## src/rtl/lsu_sram_bridge_if.sv

```systemverilog
// Request/response and data-SRAM signal bundle for the LSU bridge.
// The bridge uses the slave view; the core and the SRAM use master and sram.
interface lsu_sram_bridge_if #(
  parameter int ADDR_W = 32
);
  logic              req_valid;
  logic              req_ready;
  logic [3:0]        req_op;
  logic [ADDR_W-1:0] req_addr;
  logic [31:0]       req_wdata;
  logic [4:0]        req_dest;
  logic              flush;
  logic              resp_valid;
  logic              resp_ready;
  logic [31:0]       resp_rdata;
  logic [4:0]        resp_dest;
  logic              resp_ale;
  logic              data_sram_en;
  logic [3:0]        data_sram_we;
  logic [ADDR_W-1:0] data_sram_addr;
  logic [31:0]       data_sram_wdata;
  logic [31:0]       data_sram_rdata;

  modport slave (
    input  req_valid, req_op, req_addr, req_wdata, req_dest,
    input  flush, resp_ready, data_sram_rdata,
    output req_ready, resp_valid, resp_rdata, resp_dest, resp_ale,
    output data_sram_en, data_sram_we, data_sram_addr, data_sram_wdata
  );

  modport master (
    output req_valid, req_op, req_addr, req_wdata, req_dest,
    output flush, resp_ready,
    input  req_ready, resp_valid, resp_rdata, resp_dest, resp_ale
  );

  modport sram (
    input  data_sram_en, data_sram_we, data_sram_addr, data_sram_wdata,
    output data_sram_rdata
  );
endinterface

```

## src/rtl/lsu_sram_bridge.sv

```systemverilog
// Load/store unit bridge: valid/ready requests to a fixed-latency data SRAM,
// with byte strobes, load lane select and extension, and alignment errors.
module lsu_sram_bridge #(
  parameter int ADDR_W     = 32,
  parameter int RD_LATENCY = 1
) (
  input logic             clk,
  input logic             reset,
  lsu_sram_bridge_if.slave bus
);

  localparam int CW = $clog2(RD_LATENCY + 1);

  typedef enum logic [1:0] {IDLE, ISSUE, WAIT, RESP} state_e;

  state_e            state_q, state_d;
  logic [CW-1:0]     cnt_q, cnt_d;
  logic              drop_q, drop_d;
  logic              rdy_q, rdy_d;
  logic [3:0]        op_q, op_d;
  logic [1:0]        off_q, off_d;
  logic              en_q, en_d;
  logic [3:0]        we_q, we_d;
  logic [ADDR_W-1:0] addr_q, addr_d;
  logic [31:0]       wdata_q, wdata_d;
  logic [31:0]       rdata_q, rdata_d;
  logic [4:0]        dest_q, dest_d;
  logic              ale_q, ale_d;

  logic        accept;
  logic        mis;
  logic [1:0]  sz;
  logic [1:0]  a_lo;
  logic [3:0]  strb;
  logic [31:0] rep;
  logic [7:0]  byte_v;
  logic [15:0] half_v;
  logic        sgn;
  logic [31:0] ld_v;

  assign accept = bus.req_valid & rdy_q;
  assign sz     = bus.req_op[1:0];
  assign a_lo   = bus.req_addr[1:0];

  // Request decode: alignment error, write strobes, lane replication.
  always_comb begin
    mis  = 1'b0;
    strb = 4'b1111;
    rep  = bus.req_wdata;
    unique case (sz)
      2'b00: begin
        strb = 4'b0001 << a_lo;
        rep  = {4{bus.req_wdata[7:0]}};
      end
      2'b01: begin
        mis  = a_lo[0];
        strb = 4'b0011 << {a_lo[1], 1'b0};
        rep  = {2{bus.req_wdata[15:0]}};
      end
      2'b10: mis = |a_lo;
      default: mis = 1'b1;
    endcase
  end

  // Load lane select and sign/zero extension of the SRAM word.
  always_comb begin
    byte_v = off_q[0] ? bus.data_sram_rdata[15:8]
                      : bus.data_sram_rdata[7:0];
    if (off_q[1])
      byte_v = off_q[0] ? bus.data_sram_rdata[31:24]
                        : bus.data_sram_rdata[23:16];
    half_v = off_q[1] ? bus.data_sram_rdata[31:16]
                      : bus.data_sram_rdata[15:0];
    sgn    = ~op_q[2];
    ld_v   = bus.data_sram_rdata;
    unique case (op_q[1:0])
      2'b00:   ld_v = {{24{sgn & byte_v[7]}}, byte_v};
      2'b01:   ld_v = {{16{sgn & half_v[15]}}, half_v};
      default: ld_v = bus.data_sram_rdata;
    endcase
  end

  // Next-state and registered-output logic for the four-state sequencer.
  always_comb begin
    state_d = state_q;
    cnt_d   = cnt_q;
    drop_d  = drop_q;
    op_d    = op_q;
    off_d   = off_q;
    en_d    = 1'b0;
    we_d    = 4'b0000;
    addr_d  = addr_q;
    wdata_d = wdata_q;
    rdata_d = rdata_q;
    dest_d  = dest_q;
    ale_d   = ale_q;
    unique case (state_q)
      IDLE: begin
        drop_d = 1'b0;
        if (accept) begin
          op_d    = bus.req_op;
          off_d   = a_lo;
          dest_d  = bus.req_dest;
          rdata_d = 32'h0;
          ale_d   = mis;
          if (mis) begin
            state_d = RESP;
          end else begin
            state_d = ISSUE;
            en_d    = 1'b1;
            we_d    = bus.req_op[3] ? strb : 4'b0000;
            addr_d  = {bus.req_addr[ADDR_W-1:2], 2'b00};
            wdata_d = rep;
          end
        end
      end
      ISSUE: begin
        if (bus.flush) drop_d = 1'b1;
        if (op_q[3]) begin
          state_d = (drop_q | bus.flush) ? IDLE : RESP;
        end else begin
          state_d = WAIT;
          cnt_d   = CW'(RD_LATENCY);
        end
      end
      WAIT: begin
        if (bus.flush) drop_d = 1'b1;
        if (cnt_q == CW'(1)) begin
          cnt_d = '0;
          if (drop_q | bus.flush) begin
            state_d = IDLE;
          end else begin
            state_d = RESP;
            rdata_d = ld_v;
          end
        end else begin
          cnt_d = cnt_q - CW'(1);
        end
      end
      RESP: begin
        if (bus.flush | bus.resp_ready) state_d = IDLE;
      end
      default: state_d = IDLE;
    endcase
  end

  assign rdy_d = (state_d == IDLE);

  // State and output registers with synchronous reset.
  always_ff @(posedge clk) begin
    if (reset) begin
      state_q <= IDLE;
      cnt_q   <= '0;
      drop_q  <= 1'b0;
      rdy_q   <= 1'b0;
      op_q    <= 4'h0;
      off_q   <= 2'b00;
      en_q    <= 1'b0;
      we_q    <= 4'h0;
      addr_q  <= '0;
      wdata_q <= 32'h0;
      rdata_q <= 32'h0;
      dest_q  <= 5'h0;
      ale_q   <= 1'b0;
    end else begin
      state_q <= state_d;
      cnt_q   <= cnt_d;
      drop_q  <= drop_d;
      rdy_q   <= rdy_d;
      op_q    <= op_d;
      off_q   <= off_d;
      en_q    <= en_d;
      we_q    <= we_d;
      addr_q  <= addr_d;
      wdata_q <= wdata_d;
      rdata_q <= rdata_d;
      dest_q  <= dest_d;
      ale_q   <= ale_d;
    end
  end

  assign bus.req_ready       = rdy_q;
  assign bus.resp_valid      = (state_q == RESP);
  assign bus.resp_rdata      = rdata_q;
  assign bus.resp_dest       = dest_q;
  assign bus.resp_ale        = ale_q;
  assign bus.data_sram_en    = en_q;
  assign bus.data_sram_we    = we_q;
  assign bus.data_sram_addr  = addr_q;
  assign bus.data_sram_wdata = wdata_q;

endmodule

```

## src/flat_wrapper.sv

```systemverilog
// flat-port wrapper written by rule: the top's interface ports become plain ports
module lsu_sram_bridge_flat 
#(
  parameter int ADDR_W     = 32,
  parameter int RD_LATENCY = 1
)
  (clk, reset, bus_req_valid, bus_req_op, bus_req_addr, bus_req_wdata, bus_req_dest, bus_flush, bus_resp_ready, bus_data_sram_rdata, bus_req_ready, bus_resp_valid, bus_resp_rdata, bus_resp_dest, bus_resp_ale, bus_data_sram_en, bus_data_sram_we, bus_data_sram_addr, bus_data_sram_wdata);
  lsu_sram_bridge_if #(.ADDR_W(ADDR_W)) bus_i ();
  input logic clk;
  input logic reset;
  input wire logic [$bits(bus_i.req_valid)-1:0] bus_req_valid;
  input wire logic [$bits(bus_i.req_op)-1:0] bus_req_op;
  input wire logic [$bits(bus_i.req_addr)-1:0] bus_req_addr;
  input wire logic [$bits(bus_i.req_wdata)-1:0] bus_req_wdata;
  input wire logic [$bits(bus_i.req_dest)-1:0] bus_req_dest;
  input wire logic [$bits(bus_i.flush)-1:0] bus_flush;
  input wire logic [$bits(bus_i.resp_ready)-1:0] bus_resp_ready;
  input wire logic [$bits(bus_i.data_sram_rdata)-1:0] bus_data_sram_rdata;
  output wire logic [$bits(bus_i.req_ready)-1:0] bus_req_ready;
  output wire logic [$bits(bus_i.resp_valid)-1:0] bus_resp_valid;
  output wire logic [$bits(bus_i.resp_rdata)-1:0] bus_resp_rdata;
  output wire logic [$bits(bus_i.resp_dest)-1:0] bus_resp_dest;
  output wire logic [$bits(bus_i.resp_ale)-1:0] bus_resp_ale;
  output wire logic [$bits(bus_i.data_sram_en)-1:0] bus_data_sram_en;
  output wire logic [$bits(bus_i.data_sram_we)-1:0] bus_data_sram_we;
  output wire logic [$bits(bus_i.data_sram_addr)-1:0] bus_data_sram_addr;
  output wire logic [$bits(bus_i.data_sram_wdata)-1:0] bus_data_sram_wdata;
  assign bus_i.req_valid = bus_req_valid;
  assign bus_i.req_op = bus_req_op;
  assign bus_i.req_addr = bus_req_addr;
  assign bus_i.req_wdata = bus_req_wdata;
  assign bus_i.req_dest = bus_req_dest;
  assign bus_i.flush = bus_flush;
  assign bus_i.resp_ready = bus_resp_ready;
  assign bus_i.data_sram_rdata = bus_data_sram_rdata;
  assign bus_req_ready = bus_i.req_ready;
  assign bus_resp_valid = bus_i.resp_valid;
  assign bus_resp_rdata = bus_i.resp_rdata;
  assign bus_resp_dest = bus_i.resp_dest;
  assign bus_resp_ale = bus_i.resp_ale;
  assign bus_data_sram_en = bus_i.data_sram_en;
  assign bus_data_sram_we = bus_i.data_sram_we;
  assign bus_data_sram_addr = bus_i.data_sram_addr;
  assign bus_data_sram_wdata = bus_i.data_sram_wdata;
  lsu_sram_bridge #(.ADDR_W(ADDR_W), .RD_LATENCY(RD_LATENCY)) u_core (.clk(clk), .reset(reset), .bus(bus_i));
endmodule
```

## config.mk

```make
export PLATFORM = sky130hd
export DESIGN_NAME = lsu_sram_bridge_flat
export DESIGN_NICKNAME = d
export VERILOG_FILES = /design/src/rtl/lsu_sram_bridge_if.sv /design/src/rtl/lsu_sram_bridge.sv /design/src/flat_wrapper.sv
export SDC_FILE = /design/constraint.sdc
export NUM_CORES = 1
export LEC_CHECK = 0
export BUFFER_PORTS_ARGS = -buffer_cell sky130_fd_sc_hd__buf_2
export CORE_UTILIZATION = 30
export CTS_CLUSTER_DIAMETER = 100
export DETAILED_ROUTE_END_ITERATION = 6
export HOLD_SLACK_MARGIN = 0.02
export PLACE_DENSITY = 0.64
export RECOVER_POWER = 100
export SLEW_MARGIN = 0
export SYNTH_ARGS = -nofsm -noshare
export SYNTH_HDL_FRONTEND = slang
export SYNTH_SLANG_ARGS = --single-unit
```

## constraint.sdc

```tcl
create_clock -name clk -period 2.55 [get_ports clk]
set_clock_uncertainty 0.2 [all_clocks]
set_input_delay 0.255 -clock clk [delete_from_list [all_inputs] [get_ports clk]]
set_output_delay 0.255 -clock clk [all_outputs]
set_load 0.02 [all_outputs]
```

### Yosys cells after proc, flatten, opt, wreduce, memory -nomap -nowiden

Index checks and enable logic that the tools add are counted.

| storage, ports and cells | value |
|---|---|
| register bits | 116 |

| cells by class | value |
|---|---|
| bitwise operators | 10 |
| shift operators | 2 |
| equality and inequality tests | 11 |
| add/subtract/negate cells | 1 |
| reduce and logical (&&, ||, !) cells | 16 |
| mux-type cells | 25 |

Operators by type and width:

| cell | count |
|---|---|
| case mux 32 bit (2 select lines) | 3 |
| 2-to-1 mux 32 bit | 3 |
| 2-to-1 mux 8 bit | 3 |
| 2-to-1 mux 16 bit | 1 |
| 2-to-1 mux 2 bit | 6 |
| zero test 2 bit | 4 |
| case mux 2 bit (4 select lines) | 1 |
| case mux 4 bit (2 select lines) | 1 |
| == test 2 x 1 -> 1 bit (second input constant) | 3 |
| == test 2 bit (second input constant) | 3 |
| inequality test 2 x 1 -> 1 bit (second input constant) | 3 |
| AND reduction 2 bit | 3 |
| nonzero test 2 bit | 3 |
| NOT 1 bit | 5 |
| OR reduction 5 bit | 1 |
| 2-to-1 mux 1 bit | 4 |
| inequality test 2 bit (second input constant) | 2 |
| case mux 1 bit (2 select lines) | 2 |
| AND reduction 4 bit | 1 |
| OR reduction 2 bit | 2 |
| << shifter 1 x 2 -> 4 bit (first input constant) | 1 |
| << shifter 2 x 2 -> 4 bit (first input constant) | 1 |
| AND 1 bit | 3 |
| case mux 1 bit (3 select lines) | 1 |
| other kinds (4) | 5 |

### Logic depth before layout (Yosys ltp)

Gate-level depths: netlist of run 1.

| depth | value |
|---|---|
| word-level depth | 7 |
| gate-level depth with buffers | 9 |

### Worst setup path after synthesis of run 1

OpenSTA, ideal clock, no wires.

| timing | value |
|---|---|
| path kind | flip-flop to flip-flop |
| start | reg u_core.state_q[0] |
| end | reg u_core.rdata_q[16], in the netlist u_core.bus.resp_rdata[16] |
| arrival time | 1,905 ps |
| path slack | 377 ps |
| setup time | 68 ps |
| clock period less this slack | 2,173 ps |
| cell stages (with the launch flop) | 8 |
| required time | 2,282 ps |
| path through | dfxtp_1 -> inv_1 -> ha_1 -> nand3_1 -> a2111oi_4 -> o31ai_2 -> buf_6 -> o2bb2ai_2 |

| between the ends | value |
|---|---|
| word-level cells in the longest chain between the ends | 3 |

Ends and longest elaborated chain:

| item | RTL line | RTL |
|---|---|---|
| start: declaration | lsu_sram_bridge.sv:16 | `state_e state_q, state_d;` |
| start signal: assignment | lsu_sram_bridge.sv:166 | `state_q <= state_d;` |
| == test 2 bit / zero test 2 bit (equally long branches) | lsu_sram_bridge.sv:97 | `unique case (state_q)` |
| inequality test 2 x 1 -> 1 bit (no source line) (tied with other cells) | -- |  |
| AND reduction 4 bit (no source line) | -- |  |
| end signal: assignment | lsu_sram_bridge.sv:176 | `rdata_q <= rdata_d;` |
| end: declaration | lsu_sram_bridge.sv:26 | `logic [31:0] rdata_q, rdata_d;` |

Parallel ways exist; a longest one is shown, timed or not.
A chain may end at the register's enable or synchronous reset.

### Final worst setup path of run 1

| timing | value |
|---|---|
| start | reg u_core.state_q[0] |
| end | reg u_core.addr_q[16], in the netlist u_core.bus.data_sram_addr[16] |

| between the ends | value |
|---|---|
| word-level cells in the longest chain between the ends | 2 |

Ends and longest elaborated chain:

| item | RTL line | RTL |
|---|---|---|
| zero test 2 bit | lsu_sram_bridge.sv:97 |  |
| AND reduction 3 bit (no source line) | -- |  |
| end signal: assignment | lsu_sram_bridge.sv:174 | `addr_q <= addr_d;` |
| end: declaration | lsu_sram_bridge.sv:24 | `logic [ADDR_W-1:0] addr_q, addr_d;` |

Every way passes these cells.

==> results_tabular.tex, run 1 <==
\begin{tabular}{lr}
\hline
Metric & Value \\
\hline
\multicolumn{2}{l}{\textbf{Run status}} \\
Result of the run & finished clean \\
\multicolumn{2}{l}{\textbf{Yosys}} \\
Number of flops mapped to enable cells by yosys & 0 \\
Synth Instances & roughly 470 \\
Synthesis-stage register bit count & approximately 120 \\
Share of the yosys chip area belonging to registers & 0.4878 \\
Async set-reset flop share out of synthesis & 0 \\
Syn\_area\_per\_cell & 10.17 um2 \\
Most used flip-flop cell after synthesis & dfxtp\_1 \\
Distinct cells, synth & 44 \\
Total standard cell area after synthesis & 4761 um2 \\
Syn. warnings & 0 \\
\multicolumn{2}{l}{\textbf{STA}} \\
Normalized max-slew margin & 0.4594 \\
Number of setup violations in the final report & 0 \\
Endpoints failing hold & 0 \\
Top achievable clock speed & 416.0 MHz \\
Post-layout min period & $\sim$2.4 ns \\
Pins over their slew limit & 0 \\
Setup repair after global routing missed its margin & no \\
Post-route setup TNS & 0 ns \\
Slew at the pin with the worst max-slew slack & $\sim$0.8 ns \\
Fraction of the cycle the final worst path needs & 0.9426 \\
\multicolumn{2}{l}{\textbf{Clock network}} \\
Clk buf depth & 2 \\
Clock latency on the worst-skew pair & roughly 0.42 ns \\
TritonCTS clock tree & built \\
Total clock buffers created by CTS & 17 \\
Count of clock tree sinks & between 100 and 150 \\
Number of H-tree levels & 4 \\
Clock-pin slew on the worst setup and hold paths & approximately 0.050 ns \\
Clock Root Buffer & clkbuf\_16 \\
Buffers inserted by post-CTS timing repair & 0 \\
\multicolumn{2}{l}{\textbf{Place}} \\
Placed wire-length estimate & just over 10 mm \\
Area after detailed placement & approximately 6100 um2 \\
GP Congestion & about 0.86 \\
Port-buffer cells & $\sim$220 \\
Post-Place Cells & $\sim$880 \\
\multicolumn{2}{l}{\textbf{Layout}} \\
Layout Cell Area excl Fill & $\sim$7600 um2 \\
Fraction of layout instances using a drive strength above 1 & 0.2092 \\
Fin cells & 1015 \\
Layout fillers & 1464 \\
Area growth syn-to-layout & 60.55\% \\
Number of nets in the layout & between 900 and 1k \\
Post-layout utilization of the core & 0.4973 \\
\multicolumn{2}{l}{\textbf{Floorplanning}} \\
Starting utilization of the core area & 0.3097 \\
Full die area & about 16000 um2 \\
Total I/O pin count & between 200 and 250 \\
Width of the chip & 128.0 um \\
Core Area & between 15000 and 20000 um2 \\
Die height & 128.0 um \\
Row count & 45 \\
\multicolumn{2}{l}{\textbf{Power}} \\
Power density over the cells & a little under 800 nW/um2 \\
Worst IR Drop VDD & between 400 and 500 uV \\
Static leakage & 3.082 nW \\
Overall power consumption & roughly 6 mW \\
\multicolumn{2}{l}{\textbf{Setup path}} \\
Critical Path End Type & register \\
Arrival time of the worst setup path & about 2.6 ns \\
CP startpoint kind & register \\
Path type of the worst setup path & reg2reg \\
Critical Path RT & 2.71 ns \\
Top fanout value on the critical path & 63 \\
\multicolumn{2}{l}{\textbf{Hold path}} \\
Class of the tightest hold or removal check & in2reg \\
\multicolumn{2}{l}{\textbf{Detailed routing}} \\
Routed via count divided by cell count & a little under 5 \\
Number of DRC violations after detailed-routing iteration 0 & between 200 and 250 \\
Residual antenna-violating net count after detailed routing & 0 \\
Total routed wirelength & 16.05 mm \\
Drt first pass iters & 5 \\
Number of design rule violations left after detail routing & 0 \\
Routed vias & $\sim$5k \\
WL/cell & 15.82 um \\
\multicolumn{2}{l}{\textbf{Global route}} \\
Pin count of the biggest net entering global routing & 64 \\
Via count of the first global-routing pass & slightly below 5k \\
Initial antenna violation count & 1 \\
GRT Total Usage & 0.1979 \\
Global-route wire length before repair & around 25 mm \\
Overflow after GRT & 0 \\
\multicolumn{2}{l}{\textbf{Run}} \\
Max-Cap Viols & 0 \\
\hline
\end{tabular}
worst max-delay path: stages (launching register included):
cell	delay (ns)
dfxtp_1	0.39
inv_1	0.11
ha_1	0.28
and3_2	0.35
a21oi_4	0.14
buf_4	0.56
a22o_1	0.27
cell type report:
cell class | count | area [um2] | share of cell area
flip-flops and latches | 116 | 2322 | 0.3038
multi-input cells | 308 | 2202 | 0.2881
repair buffers | 338 | 2125 | 0.2780
clock buffers | 24 | 501.7 | 0.06564
well taps | 211 | 264.0 | 0.03454
clock inverters | 8 | 192.7 | 0.02521
inverters | 9 | 33.78 | 0.004420
diodes | 1 | 2.502 | 0.0003274
logic make-up after synthesis:
logic type,synth area share
flops,0.4878
buf+inv,0.03994
simple gates,0.09803
fa+ha+maj,0.01314
other cells,0.0007877
compound gates,0.2675
mux,0.09277
per-layer routing:
metal	wire (um)	track usage	vias to the layer above
li1	-	-	2369
met4	317	0.08166	0
met5	0	0	-
met3	1373	0.07513	32
met1	6808	0.2294	2258
met2	7554	0.3274	225
stage by stage:
stage | worst slack (ns) | hold slack, ns
final | 0.1462 | 0.05267
after global routing | 0.04347 | 0.06125
after CTS | 0.04499 | 0.04518
after detailed placement | 0.06267 | 0.2414
after global placement | 0.1505 | 0.2403
after floorplan | 0.3767 | 0.1807
worst paths after layout:
check / start / endpoint / slack [ns] / cells after the start
max: u_core.state_q[0] / u_core.bus.data_sram_addr[16] / 0.15 / 6
min: bus_data_sram_rdata[4] / u_core.bus.resp_rdata[4] / 0.05 / 4
max reg2reg: u_core.state_q[0] / u_core.bus.data_sram_addr[16] / 0.15 / 6
min reg2reg: u_core.bus.resp_dest[0] / u_core.bus.resp_dest[0] / 0.25 / 2
report_power, final:
| part | switching (mW) | internal [mW] |
|---|---|---|
| Combinational | 0.662 | 0.484 |
| Sequential | 0.0932 | 1.93 |
| Clock | 0.852 | 1.96 |
| Total | 1.61 | 4.38 |
synth_stat cells (2+ instances only):
| cell type | count | area share |
|---|---|---|
| nor3_1 | 4 | 0.0042 |
| nand2_1 | 50 | 0.039 |
| o21ai_0 | 16 | 0.017 |
| mux2i_1 | 34 | 0.071 |
| a32oi_1 | 2 | 0.0037 |
| o22ai_1 | 7 | 0.0092 |
| ha_1 | 5 | 0.013 |
| buf_4 | 2 | 0.0032 |
| inv_1 | 9 | 0.0071 |
| o2bb2ai_1 | 24 | 0.044 |
| a21oi_1 | 28 | 0.029 |
| clkbuf_1 | 26 | 0.020 |
| a22o_1 | 53 | 0.098 |
| and2_1 | 2 | 0.0026 |
| nor2_1 | 23 | 0.018 |
| nor3b_1 | 3 | 0.0047 |
| dfxtp_1 | 116 | 0.49 |
| o2bb2ai_2 | 10 | 0.032 |
| buf_1 | 2 | 0.0016 |
| nor2b_1 | 2 | 0.0026 |
| buf_2 | 5 | 0.0053 |
| a32o_1 | 7 | 0.015 |
| nand3_1 | 2 | 0.0021 |
| nand2b_1 | 10 | 0.013 |
| mux2_2 | 7 | 0.017 |
repair_timing:
| action | CTS | global route |
|---|---|---|
| setup endpoints to repair | 0 | 47 |
| gates resized for setup | 0 | 1 |
| hold endpoints to repair | 103 | 0 |
| hold buffers | 107 | 0 |
cells in the final DEF, fill, tap and decap left out, types with 3 or more instances in the layout:
cell type      Yosys  routed
nand2b_1          10      10
a22o_1            53      53
nor3_1             4       4
clkbuf_1          26     110
a21oi_1           28      27
a32o_1             7       7
o21ai_0           16      16
dlygate4sd3_1      0     107
bufinv_16          0       6
nor2_1            23      23
nand2_1           50      50
mux2_2             7       7
clkbuf_8           0       5
ha_1               5       5
o22ai_1            7       7
inv_1              9       9
dfxtp_1          116     116
nor3b_1            3       3
mux2i_1           34      34
o2bb2ai_1         24      34
clkbuf_16          0      17
buf_2              5     109
buf_4              2      12
sequential cells by signal, indices dropped and copies added (netlist names):
register and cells:
u_core.bus.data_sram_addr 30, u_core.bus.data_sram_en 1, u_core.bus.data_sram_wdata 32, u_core.bus.data_sram_we 4, u_core.bus.req_ready 1, u_core.bus.resp_ale 1
u_core.bus.resp_dest 5, u_core.bus.resp_rdata 32, u_core.cnt_q 1, u_core.drop_q 1, u_core.off_q 2, u_core.op_q 4
u_core.state_q 2
(Power assumes the default switching activity.)
==> run 2, diff against run 1 <==
--- a/config.mk
+++ b/config.mk
@@ -5,12 +5,12 @@
 export SDC_FILE = /design/constraint.sdc
 export NUM_CORES = 1
 export LEC_CHECK = 0
-export BUFFER_PORTS_ARGS = -buffer_cell sky130_fd_sc_hd__buf_2
 export CORE_UTILIZATION = 30
 export CTS_CLUSTER_DIAMETER = 100
 export DETAILED_ROUTE_END_ITERATION = 6
+export DONT_BUFFER_PORTS = 1
 export HOLD_SLACK_MARGIN = 0.02
-export PLACE_DENSITY = 0.64
+export PLACE_DENSITY = 0.53
 export RECOVER_POWER = 100
 export SLEW_MARGIN = 0
 export SYNTH_ARGS = -nofsm -noshare
==> run 2 against run 1 <==
Fmax is 3.3% higher. Power down 8.2%. Worst hold slack got worse by 0.014 ns. Worst setup slack improved by 0.078 ns. Clock power down 13%. Utilization fell by 6.4 points. Final cell count shrank 21%. Design area is 13% lower. Critical path depth grew 1. Sequential power up 6%. Via count shrank 16%. Clock-buffer cell count shrank 6. Critical path type unchanged.
==> results_tabular.tex, run 2 (synthesized netlist as in run 1, its figures left out) <==
\begin{tabular}{lr}
\hline
Metric & Value \\
\hline
\multicolumn{2}{l}{\textbf{Detailed routing}} \\
WL/cell & 18.84 um (+19\%) \\
Drt first pass iters & 4 (-1) \\
Number of DRC violations after detailed-routing iteration 0 & 156 (-34\%) \\
Total routed wirelength & 15.06 mm (-6.2\%) \\
Routed via count divided by cell count & 5.138 (+6.8\%) \\
Number of design rule violations left after detail routing & 0 (unchanged) \\
Routed vias & 4105 (-16\%) \\
Residual antenna-violating net count after detailed routing & 0 (unchanged) \\
\multicolumn{2}{l}{\textbf{Global route}} \\
Via count of the first global-routing pass & 4243 (-12\%) \\
GRT Total Usage & 0.1829 (-0.01506) \\
Global-route wire length before repair & 23.13 mm (-7.0\%) \\
Initial antenna violation count & 2 (+1) \\
Pin count of the biggest net entering global routing & 49 (-23\%) \\
Overflow after GRT & 0 (unchanged) \\
\multicolumn{2}{l}{\textbf{Floorplanning}} \\
Total I/O pin count & 219 (unchanged) \\
Full die area & 16380 um2 (unchanged) \\
Starting utilization of the core area & 0.3097 (unchanged) \\
Width of the chip & 128.0 um (unchanged) \\
Core Area & 15370 um2 (unchanged) \\
Row count & 45 (unchanged) \\
Die height & 128.0 um (unchanged) \\
\multicolumn{2}{l}{\textbf{Setup path}} \\
Critical Path RT & 2.64 ns (-0.07 ns) \\
Path type of the worst setup path & reg2reg \\
Reg-to-reg critical path endpoint & u\_core.op\_q[2] \\
Arrival time of the worst setup path & 2.41 ns (-0.15 ns) \\
Top fanout value on the critical path & 12 (-81\%) \\
Reg2reg start & u\_core.state\_q[0] \\
Register-to-Register Path Depth & 7 (+1) \\
CP startpoint kind & register \\
Register-to-register setup slack & 0.22 ns (+0.08 ns) \\
Critical Path End Type & register \\
\multicolumn{2}{l}{\textbf{Clock network}} \\
Clock-pin slew on the worst setup and hold paths & 0.06 ns (about the same) \\
Clk buf depth & 2 (unchanged) \\
Clock Root Buffer & clkbuf\_16 \\
Count of clock tree sinks & 116 (unchanged) \\
TritonCTS clock tree & built \\
Number of H-tree levels & 4 (unchanged) \\
Clock latency on the worst-skew pair & 0.41 ns (about the same) \\
Total clock buffers created by CTS & 17 (unchanged) \\
\multicolumn{2}{l}{\textbf{Run}} \\
Max-Cap Viols & 0 (unchanged) \\
\multicolumn{2}{l}{\textbf{Power}} \\
Worst IR Drop VDD & 459.9 uV (-5.7\%) \\
Combinational share of power & 0.164 (-0.028) \\
Power density over the cells & 825.6 nW/um2 (+5.4\%) \\
Static leakage & 2.497 nW (-19\%) \\
Net Sw Frac & 0.2936 (+0.02506) \\
Switching power total & 1.613 mW (+0.36\%) \\
Sequential cell fraction of total power & 0.391 (+0.053) \\
Clk pwr share & 0.445 (-0.025) \\
Cell-internal power & 3.881 mW (-11\%) \\
\multicolumn{2}{l}{\textbf{STA}} \\
Endpoints failing hold & 0 (unchanged) \\
Fraction of the cycle the final worst path needs & 0.9122 (-0.03046) \\
Post-layout min period & 2.326 ns (-0.07767 ns) \\
Top achievable clock speed & 429.9 MHz (+3.3\%) \\
Pins over their slew limit & 0 (unchanged) \\
Normalized max-slew margin & 0.1728 (-0.2865) \\
Post-route setup TNS & 0 ns (unchanged) \\
Slew at the pin with the worst max-slew slack & 1.237 ns (+0.4266 ns) \\
Number of setup violations in the final report & 0 (unchanged) \\
Setup repair after global routing missed its margin & no \\
\multicolumn{2}{l}{\textbf{Place}} \\
GP Congestion & 0.8149 (-4.7\%) \\
Placed wire-length estimate & 9.428 mm (-8.2\%) \\
Port-buffer cells & 0 (-100\%) \\
\multicolumn{2}{l}{\textbf{Hold path}} \\
Startpoint of the most critical hold path & bus\_req\_op[0] \\
Class of the tightest hold or removal check & in2reg \\
Capture endpoint of the worst hold path & u\_core.bus.data\_sram\_wdata[28] \\
Count of cells along the worst hold path & 3 (-1) \\
\multicolumn{2}{l}{\textbf{Run status}} \\
Result of the run & finished clean \\
\multicolumn{2}{l}{\textbf{Layout}} \\
Area growth syn-to-layout & 39.79\% \\
Most used cells in the layout excluding fill and tap cells & dfxtp\_1, dlygate4sd3\_1, a22o\_1, nand2\_1, mux2i\_1 \\
Number of nets in the layout & 689 (-24\%) \\
Most frequent standard cell in the layout excluding fill and tap cells & dfxtp\_1 \\
Post-layout utilization of the core & 0.4330 (-0.06431) \\
Fraction of layout instances using a drive strength above 1 & 0.1073 (-0.1019) \\
\hline
\end{tabular}
## run 2: worst max-delay path by stage
stage | start | to
floorplan | u_core.state_q[0] | u_core.bus.resp_rdata[16]
global placement | u_core.state_q[0] | u_core.bus.resp_rdata[24]
detailed placement | u_core.state_q[0] | u_core.bus.resp_rdata[16]
CTS | u_core.state_q[0] | u_core.bus.resp_rdata[16]
global route | u_core.state_q[0] | u_core.op_q[2]
finish | u_core.state_q[0] | u_core.op_q[2]
## run 2: power groups by stage
stage               registers [mW]  clock network [mW]  logic, mW
finish                        2.15                2.44      0.900
floorplan                     2.14                   0      0.581
global placement              2.18                   0      0.718
detailed placement            2.18                   0      0.739
global route                  2.17                2.60      0.995
CTS                           2.15                2.49      0.909
## run 2: timing repair
item,CTS,global route
endpoints found under the hold margin,115,0
hold buffers,107,0
setup buffers,0,2
setup endpoints to repair,0,19
resized for setup,0,1
## run 2: worst max-delay path, cell delays in order (launching register included)
cell and delay [ns]:
dfxtp_1 0.39, inv_1 0.12, ha_1 0.30, and3_1 0.26, buf_4 0.20, nand2_1 0.07
a21oi_1 0.05, dlygate4sd3_1 0.60
## run 2: final cells by class
class	count	area, um2
antenna	1	2.502
clock inverter	14	177.7
multi-input combinational	308	2227
sequential	116	2322
timing repair buffer	122	1199
clock buffer	18	429.2
inverter	9	33.78
fill	1455	8716
tap	211	264.0
## run 2: metrics by stage
stage / setup WS (ns) / hold slack, ns / power (mW) / cell area, um2 / instances
after floorplan: 0.3767 / 0.1807 / 2.725 / 4765 / 469
after global placement: 0.2499 / 0.1306 / 2.903 / 5014 / 657
after detailed placement: 0.1408 / 0.1326 / 2.923 / 5014 / 657
after CTS: 0.1281 / 0.02321 / 5.552 / 6691 / 796
after global routing: 0.04717 / 0.04734 / 5.761 / 6655 / 799
final: 0.2239 / 0.03894 / 5.494 / 6655 / 799
## run 2: per-layer routing
metal	vias up	share of wire	routed length, um	track usage
li1	1941	-	-	-
met5	-	0.00080	12	0
met1	1924	0.42	6249	0.2107
met4	2	0.029	431	0.09135
met3	28	0.091	1371	0.07053
met2	210	0.46	6992	0.2957
==> run 3, diff against run 2 <==
--- a/config.mk
+++ b/config.mk
@@ -6,6 +6,7 @@
 export NUM_CORES = 1
 export LEC_CHECK = 0
 export CORE_UTILIZATION = 30
+export CTS_BUF_LIST = sky130_fd_sc_hd__clkbuf_16
 export CTS_CLUSTER_DIAMETER = 100
 export DETAILED_ROUTE_END_ITERATION = 6
 export DONT_BUFFER_PORTS = 1
==> run 3 against run 2 <==
Clock-buffer cell count decreased by 1. Register-to-register slack about the same. Die area unchanged. Fmax unchanged. Sequential cell count unchanged. Largest cell class unchanged. Non-clock buffer count unchanged. Critical path depth unchanged. Largest power group unchanged. Sequential power about the same. Worst hold slack unchanged. Sequential share of layout area unchanged.
==> results_tabular.tex, run 3 (synthesized netlist as in run 1, its figures left out) <==
\begin{tabular}{lr}
\hline
Metric & Value \\
\hline
\multicolumn{2}{l}{\textbf{Run status}} \\
Result of the run & finished clean \\
\multicolumn{2}{l}{\textbf{Clock network}} \\
Total clock buffers created by CTS & 17 (unchanged) \\
TritonCTS clock tree & built \\
Count of clock tree sinks & 116 (unchanged) \\
Clock-pin slew on the worst setup and hold paths & 0.06 ns (about the same) \\
Clk buf depth & 2 (unchanged) \\
Clock latency on the worst-skew pair & 0.41 ns (about the same) \\
Clock Root Buffer & clkbuf\_16 \\
Number of H-tree levels & 4 (unchanged) \\
\multicolumn{2}{l}{\textbf{Detailed routing}} \\
Number of DRC violations after detailed-routing iteration 0 & 156 (unchanged) \\
Drt first pass iters & 4 (unchanged) \\
Routed vias & 4105 (unchanged) \\
Number of design rule violations left after detail routing & 0 (unchanged) \\
Routed via count divided by cell count & 5.138 (unchanged) \\
WL/cell & 18.84 um (unchanged) \\
Total routed wirelength & 15.06 mm (unchanged) \\
Residual antenna-violating net count after detailed routing & 0 (unchanged) \\
\multicolumn{2}{l}{\textbf{Power}} \\
Static leakage & 2.501 nW (+0.17\%) \\
Power density over the cells & 825.0 nW/um2 (about the same) \\
Cell-internal power & 3.877 mW (-0.10\%) \\
Switching power total & 1.614 mW (about the same) \\
Worst IR Drop VDD & 459.9 uV (unchanged) \\
Net Sw Frac & 0.2939 (about the same) \\
Combinational share of power & 0.164 (about the same) \\
Sequential cell fraction of total power & 0.392 (about the same) \\
Clk pwr share & 0.444 (about the same) \\
\multicolumn{2}{l}{\textbf{Layout}} \\
Number of nets in the layout & 689 (unchanged) \\
Fraction of layout instances using a drive strength above 1 & 0.1073 (unchanged) \\
Most frequent standard cell in the layout excluding fill and tap cells & dfxtp\_1 \\
Most used cells in the layout excluding fill and tap cells & dfxtp\_1, dlygate4sd3\_1, a22o\_1, nand2\_1, mux2i\_1 \\
Fin cells & 799 (unchanged) \\
Layout fillers & 1455 (unchanged) \\
Area growth syn-to-layout & 39.79\% (unchanged) \\
\multicolumn{2}{l}{\textbf{STA}} \\
Normalized max-slew margin & 0.1728 (unchanged) \\
Fraction of the cycle the final worst path needs & 0.9122 (unchanged) \\
Endpoints failing hold & 0 (unchanged) \\
Post-layout min period & 2.326 ns (unchanged) \\
Number of setup violations in the final report & 0 (unchanged) \\
Top achievable clock speed & 429.9 MHz (unchanged) \\
Setup repair after global routing missed its margin & no \\
Post-route setup TNS & 0 ns (unchanged) \\
Pins over their slew limit & 0 (unchanged) \\
Slew at the pin with the worst max-slew slack & 1.237 ns (unchanged) \\
\multicolumn{2}{l}{\textbf{Setup path}} \\
Arrival time of the worst setup path & 2.41 ns (about the same) \\
Path type of the worst setup path & reg2reg \\
Top fanout value on the critical path & 12 (unchanged) \\
Register-to-register setup slack & 0.22 ns (about the same) \\
Critical Path End Type & register \\
Critical Path RT & 2.64 ns (about the same) \\
CP startpoint kind & register \\
\multicolumn{2}{l}{\textbf{Place}} \\
Port-buffer cells & 0 (unchanged) \\
GP Congestion & 0.8149 (unchanged) \\
Post-Place Cells & 657 (unchanged) \\
Placed wire-length estimate & 9.428 mm (unchanged) \\
\multicolumn{2}{l}{\textbf{Floorplanning}} \\
Total I/O pin count & 219 (unchanged) \\
Starting utilization of the core area & 0.3097 (unchanged) \\
Die height & 128.0 um (unchanged) \\
Full die area & 16380 um2 (unchanged) \\
Row count & 45 (unchanged) \\
Core Area & 15370 um2 (unchanged) \\
Width of the chip & 128.0 um (unchanged) \\
\multicolumn{2}{l}{\textbf{Global route}} \\
Initial antenna violation count & 2 (unchanged) \\
Pin count of the biggest net entering global routing & 49 (unchanged) \\
Global-route wire length before repair & 23.13 mm (unchanged) \\
GRT Total Usage & 0.1829 (unchanged) \\
Via count of the first global-routing pass & 4243 (unchanged) \\
Overflow after GRT & 0 (unchanged) \\
\multicolumn{2}{l}{\textbf{Hold path}} \\
Class of the tightest hold or removal check & in2reg \\
\multicolumn{2}{l}{\textbf{Run}} \\
Max-Cap Viols & 0 (unchanged) \\
\hline
\end{tabular}
==> run 3: cell types whose count changed in the layout (fill, tap and decap cells not counted), sizes merged <==
cell and change:
clkbuf -1, inv +1
==> run 3: layout make-up <==
type / instances / area [um2] / share of cell area
repair buffers: 122 / 1199 / 0.1801
clock inverters: 15 / 181.4 / 0.02726
well taps: 211 / 264.0 / 0.03967
clock buffers: 17 / 425.4 / 0.06392
multi-input cells: 308 / 2227 / 0.3347
inverters: 9 / 33.78 / 0.005076
diodes: 1 / 2.502 / 0.0003760
flip-flops and latches: 116 / 2322 / 0.3489
==> run 3: worst paths after layout <==
path	from	to	cells past startpoint
worst max register to register	u_core.state_q[0]	u_core.op_q[2]	7
worst min register to register	u_core.drop_q	u_core.drop_q	2
worst max-delay path	u_core.state_q[0]	u_core.op_q[2]	7
worst min-delay path	bus_req_op[0]	u_core.bus.data_sram_wdata[28]	3
==> run 3: power groups by stage <==
stage               Sequential [mW]  Combinational, mW  Clock [mW]
floorplan                      2.14              0.581           0
global placement               2.18              0.718           0
detailed placement             2.18              0.739           0
CTS                            2.15              0.909        2.49
global route                   2.17              0.995        2.60
finish                         2.15              0.900        2.44
==> run 3: stage by stage <==
step	hold slack (ns)	power, mW	area, um2	setup WS (ns)	util
3_3_place_gp	0.1306	2.903	5014	0.2499	0.3262
4_1_cts	0.02321	5.548	6691	0.1281	0.4353
6_report	0.03894	5.491	6655	0.2239	0.4330
5_1_grt	0.04734	5.757	6655	0.04717	0.4330
3_5_place_dp	0.1326	2.923	5014	0.1408	0.3262
2_1_floorplan	0.1807	2.725	4765	0.3767	-
==> run 3: routing by layer <==
layer,global-route usage,share of wire,vias up
met4,0.09135,0.029,2
met3,0.07053,0.091,28
met2,0.2957,0.46,210
met5,0,0.00080,-
met1,0.2107,0.42,1924
li1,-,-,1941
==> run 3: timing repair <==
| action | CTS | global route |
|---|---|---|
| hold buffers | 107 | 0 |
| resized for setup | 0 | 1 |
| hold endpoints to repair | 115 | 0 |
| buffers inserted | 0 | 2 |
| setup endpoints to repair | 0 | 19 |
==> run 3: critical path, cell delays in order (launching register included) <==
cell and delay (ns):
dfxtp_1 0.39, inv_1 0.12, ha_1 0.30, and3_1 0.26
buf_4 0.20, nand2_1 0.07, a21oi_1 0.05, dlygate4sd3_1 0.60
